`config.mk`:
```
export PLATFORM = sky130hd
export DESIGN_NAME = hist_train_mem
export DESIGN_NICKNAME = d
export VERILOG_FILES = /design/src/rtl/hist_train_mem.sv
export SDC_FILE = /design/constraint.sdc
export NUM_CORES = 2
export LEC_CHECK = 0
export ABC_AREA = 0
export CORE_ASPECT_RATIO = 1.1
export CORE_UTILIZATION = 55
export DETAILED_ROUTE_END_ITERATION = 8
export PLACE_DENSITY_LB_ADDON = 0.05
export SETUP_SLACK_MARGIN = 0.02
export SLEW_MARGIN = 10
export SYNTH_ARGS = -nofsm -noshare
export SYNTH_HDL_FRONTEND = slang
export SYNTH_SLANG_ARGS = --single-unit
```
`constraint.sdc`:
```
create_clock -name clk -period 5.4 [get_ports clk]
set_input_delay 1.62 -clock clk [delete_from_list [all_inputs] [get_ports clk]]
set_output_delay 1.62 -clock clk [all_outputs]
set_load 0.02 [all_outputs]
```
`src/rtl/hist_train_mem.sv`:
```
// Histogram bin storage on the responder side of the hist_*_train bus.
// Zero-sweeps every bin after reset and on clr_start, returns registered read
// data one cycle after ren, and flags out-of-range addresses with a sticky bit.
module hist_train_mem #(
  parameter int ADDR_W = 21,
  parameter int DATA_W = 8,
  parameter int DEPTH  = 256
) (
  input  logic              clk,
  input  logic              rst_n,
  input  logic [ADDR_W-1:0] hist_addr_train,
  input  logic              hist_wen_train,
  input  logic [DATA_W-1:0] hist_wdata_train,
  input  logic              hist_ren_train,
  output logic [DATA_W-1:0] hist_rdata_train,
  output logic              hist_rvalid,
  input  logic              clr_start,
  output logic              clr_busy,
  output logic              clr_done,
  output logic              addr_err,
  input  logic              err_clr
);

  localparam int PTR_W = (DEPTH > 1) ? $clog2(DEPTH) : 1;

  typedef enum logic {
    CLEAR,
    READY
  } state_t;

  state_t            state, state_nxt;
  logic [PTR_W-1:0]  ptr;
  logic [DATA_W-1:0] mem [DEPTH];
  logic              ready;
  logic              last_ptr;
  logic              in_range;
  logic [PTR_W-1:0]  idx;

  assign ready    = (state == READY);
  assign last_ptr = (ptr == PTR_W'(DEPTH - 1));
  assign clr_busy = (state == CLEAR);

  // The whole address is compared (one extra bit so DEPTH == 2**ADDR_W still
  // works); only in-range addresses ever reach the array index.
  assign in_range = ({1'b0, hist_addr_train} < (ADDR_W + 1)'(DEPTH));
  assign idx      = hist_addr_train[PTR_W-1:0];

  // State register; reset always lands in CLEAR so the array gets swept.
  // NOTE: flops use non-blocking (<=) so every process sees pre-edge values.
  always_ff @(posedge clk or negedge rst_n) begin
    if (!rst_n) state <= CLEAR;
    else        state <= state_nxt;
  end

  // Next state: sweep ends on the last bin; READY leaves on clr_start.
  // NOTE: the default assignment first keeps this block free of latches.
  always_comb begin
    state_nxt = state;
    unique case (state)
      CLEAR:   if (last_ptr)  state_nxt = READY;
      READY:   if (clr_start) state_nxt = CLEAR;
      default: state_nxt = CLEAR;
    endcase
  end

  // Sweep pointer: walks 0..DEPTH-1 in CLEAR, parked at 0 otherwise so every
  // new sweep starts from bin 0.
  always_ff @(posedge clk or negedge rst_n) begin
    if (!rst_n)          ptr <= '0;
    else if (!ready)     ptr <= last_ptr ? '0 : ptr + PTR_W'(1);
    else                 ptr <= '0;
  end

  // clr_done pulses in the first READY cycle after the final sweep write.
  always_ff @(posedge clk or negedge rst_n) begin
    if (!rst_n) clr_done <= 1'b0;
    else        clr_done <= !ready && last_ptr;
  end

  // Registered read port: old contents on a same-address write (read before
  // write), zero for out-of-range, holds its value when no read is issued.
  always_ff @(posedge clk or negedge rst_n) begin
    if (!rst_n) begin
      hist_rdata_train <= '0;
      hist_rvalid      <= 1'b0;
    end else begin
      hist_rvalid <= ready && hist_ren_train;
      if (ready && hist_ren_train)
        hist_rdata_train <= in_range ? mem[idx] : '0;
    end
  end

  // Sticky out-of-range flag; a new error in the same cycle beats err_clr.
  always_ff @(posedge clk or negedge rst_n) begin
    if (!rst_n)
      addr_err <= 1'b0;
    else if (ready && (hist_wen_train || hist_ren_train) && !in_range)
      addr_err <= 1'b1;
    else if (err_clr)
      addr_err <= 1'b0;
  end

  // Bin array: sweep writes zeros in CLEAR, bus writes land only in READY.
  // NOTE: the array has no reset; the CLEAR sweep is what initialises it.
  always_ff @(posedge clk) begin
    if (!ready)
      mem[ptr] <= '0;
    else if (hist_wen_train && in_range)
      mem[idx] <= hist_wdata_train;
  end

endmodule

```
==> flow_summary.toml <==
[run_status]
status = "finished, final reports clean"

[cts]
cts_tree = "built"
post_cts_resized = 0
cts_setup_buffers = 0
cts_htree_levels = 4
cts-root-buf = "clkbuf_16"
ctsHoldBuffers = 0
worstSkewPairLatency_ps = 840
cts.clk_slew.worst_paths_ps = 60
cts_sinks = 2068
clk_path_buf_depth = 3
cts_made_buffers = 199

[setup_path]
cp_slowest_stage_delay_ps = 860
crit_chain = "clkdlybuf4s50_1, nor4_1, and4_1, and3_1, a21oi_1, buf_4, or3_1, nor2_1"
worst-r2r-setup-slack_ps = 2010
critical_path_class = "in2reg"
critPathArrivalTime_ps = 4830
crit_fanout = 11
slowest_stage = "nor2_1"
required_ps = 5840
end_kind = "flop"
r2r_cells = 7
startpoint_type = "primary input"

[die]
die_area_sq_mm = 0.150
initial_core_util_pct = 55.6
die_y_um = 405
pin_count = 47
die_w_um = 369
core_sq_mm = 0.146
rows = 147

[drt]
dr.pass1.iters = 6
drt_iter0_drc = 5782
dr_total_vias = 42900
route.detailed.drc = 0
ant_nets = 0
avgRoutedWirePerCell_um = 33.7
wl_um = 223000
drt-vias-per-instance = 6.48

[timing]
setup_tns_ps = 0
max_freq_mhz = 228
period_needed_ps = 4390
relSlewSlack_pct = 24.4
postLayoutSetupSlackWorst_ps = 1010
setup_viol = 0
whs_ps = 624
post-route-period-util_pct = 81.2
slew_violations = 0
tightest_slew_ps = 1130
hold_violations = 0
rsz0062_at_grt = "false"
fin_worst_skew_ps = 25.7

[synthesis]
synth_warnings = 0
synth_nets = 4075
synth_edf_count = 2048
synthArstFlopShare_pct = 0.967
ys_ff_latch = 2068
avgSynthCellArea_sq_um = 20.2
synthFlopType = "edfxtp_1"
ys_types = 77
synth_area_sq_mm = 0.0814
synthCells = 4039
yosysSeqAreaShare_pct = 76.2

[pwr]
ir_worst_vdd_mv = 0.330
leakagePower_nw = 34.8
finalPower_mw = 33.6
power_density_mw_per_mm2 = 361

[placement]
pre_cts_slack_ps = 190
dpl.cell_count = 6232
post-dp-hpwl_um = 146000
gp_congestion = 0.891
port_buffers = 46
dpl_cell_area_sq_mm = 0.0867

[global_route]
grt_busiest_layer = "met2"
grt_use_met2_pct = 46.0
antenna_found_initial = 8
grt_overflow_total = 0
grt_pass1_wl_um = 317000
grt.met3_usage_pct = 6.09
gr-usage-met1_pct = 44.7
grt_max_degree = 92
groute.usage.overall_pct = 30.3
grt_pass1_vias = 42200

[final_layout]
layout-drive-gt1-share_pct = 25.8
area_growth_pct = 14.4
layout.cells.non_filler = 6609
final_cell_mix = "edfxtp_1 (2,048), buf_4 (391), mux4_2 (386)"
layout_commonest_cell = "edfxtp_1"
nets = 4532
final_util_pct = 63.6
design_area_sq_mm = 0.0931

[min_path]
min_delay_path_depth = 2
min_path_type = "reg2reg"

[run]
maxCapViolCount = 0
[routing by layer]
layer / wire length, um / part of all wire, %
met1: 90900 / 41
met2: 104000 / 47
met3: 21400 / 9.6
met4: 6710 / 3.0
met5: 71 / 0.032
[cell families after synthesis]
| family | synth area share (%) |
|---|---|
| AO/OA/AOI/OAI | 3.40 |
| XOR/XNOR | 0.0646 |
| adder cells (fa/ha/maj) | 0.0154 |
| buffers and inverters | 2.14 |
| flip-flops | 76.2 |
| multiplexers | 14.7 |
| AND/OR/NAND/NOR | 3.50 |
[final cells by class]
cell class	count	area, sq um
clock buffer	254	5330
antenna	2	5.00
multi-input combinational	1722	17700
inverter	9	36.3
fill	10300	53300
sequential	2068	62000
tap	1937	2420
clock inverter	121	1000
timing repair buffer	496	4590
[path summary, 6_finish.rpt]
check	start	to
max	hist_addr_train[19]	mem[138][7]
min	hist_rdata_train[3]	hist_rdata_train[3]
max reg2reg	ready	mem[138][7]
min reg2reg	hist_rdata_train[3]	hist_rdata_train[3]
max in group asynchronous	rst_n	hist_rdata_train[4]
min in group asynchronous	rst_n	ready
[state kept, by name, indices dropped and copies added (netlist names)]
name	flops
clr_done	1
addr_err	1
ptr	8
ready	1
hist_rdata_train	8
hist_rvalid	1
mem	2048
[cell usage after synthesis, types with 7 or more instances]
library cell	number	area (sq um)
or2_2	21	131
mux2_2	27	304
nor4_1	13	81.3
and2_1	19	119
a221oi_1	19	166
nor3_1	29	145
nor3b_1	7	52.6
a311oi_1	7	61.3
and3_1	8	50.1
mux4_1	22	578
nand2_1	131	492
a31oi_1	20	125
o221ai_1	37	324
nor2_1	314	1180
nand3_1	43	215
buf_4	21	158
buf_12	7	140
or3_1	24	150
dfrtp_1	20	500
mux2i_1	239	2390
a211oi_1	19	143
o21ai_0	38	190
nor2b_1	10	62.6
a21oi_1	75	375
buf_1	10	37.5
mux4_2	386	8690
a2111oi_0	10	87.6
nand2b_1	10	62.6
a22oi_1	59	443
buf_2	63	315
edfxtp_1	2048	61500
clkbuf_1	73	274
buf_6	35	394
o22ai_1	60	375
buf_8	17	255
[power breakdown]
group          total (mW)  switching, mW  internal, mW
combinational        2.34           1.63         0.707
clock                13.6           5.96          7.65
sequential           17.7         0.0728          17.6
total                33.6           7.66          25.9
[worst max-delay path, delay by kind of cell]
family	cells	cell delay, ps
AND/OR/NAND/NOR	5	2460
buffers and inverters	2	580
AO/OA/AOI/OAI	1	140
(Power assumes the default switching activity.)
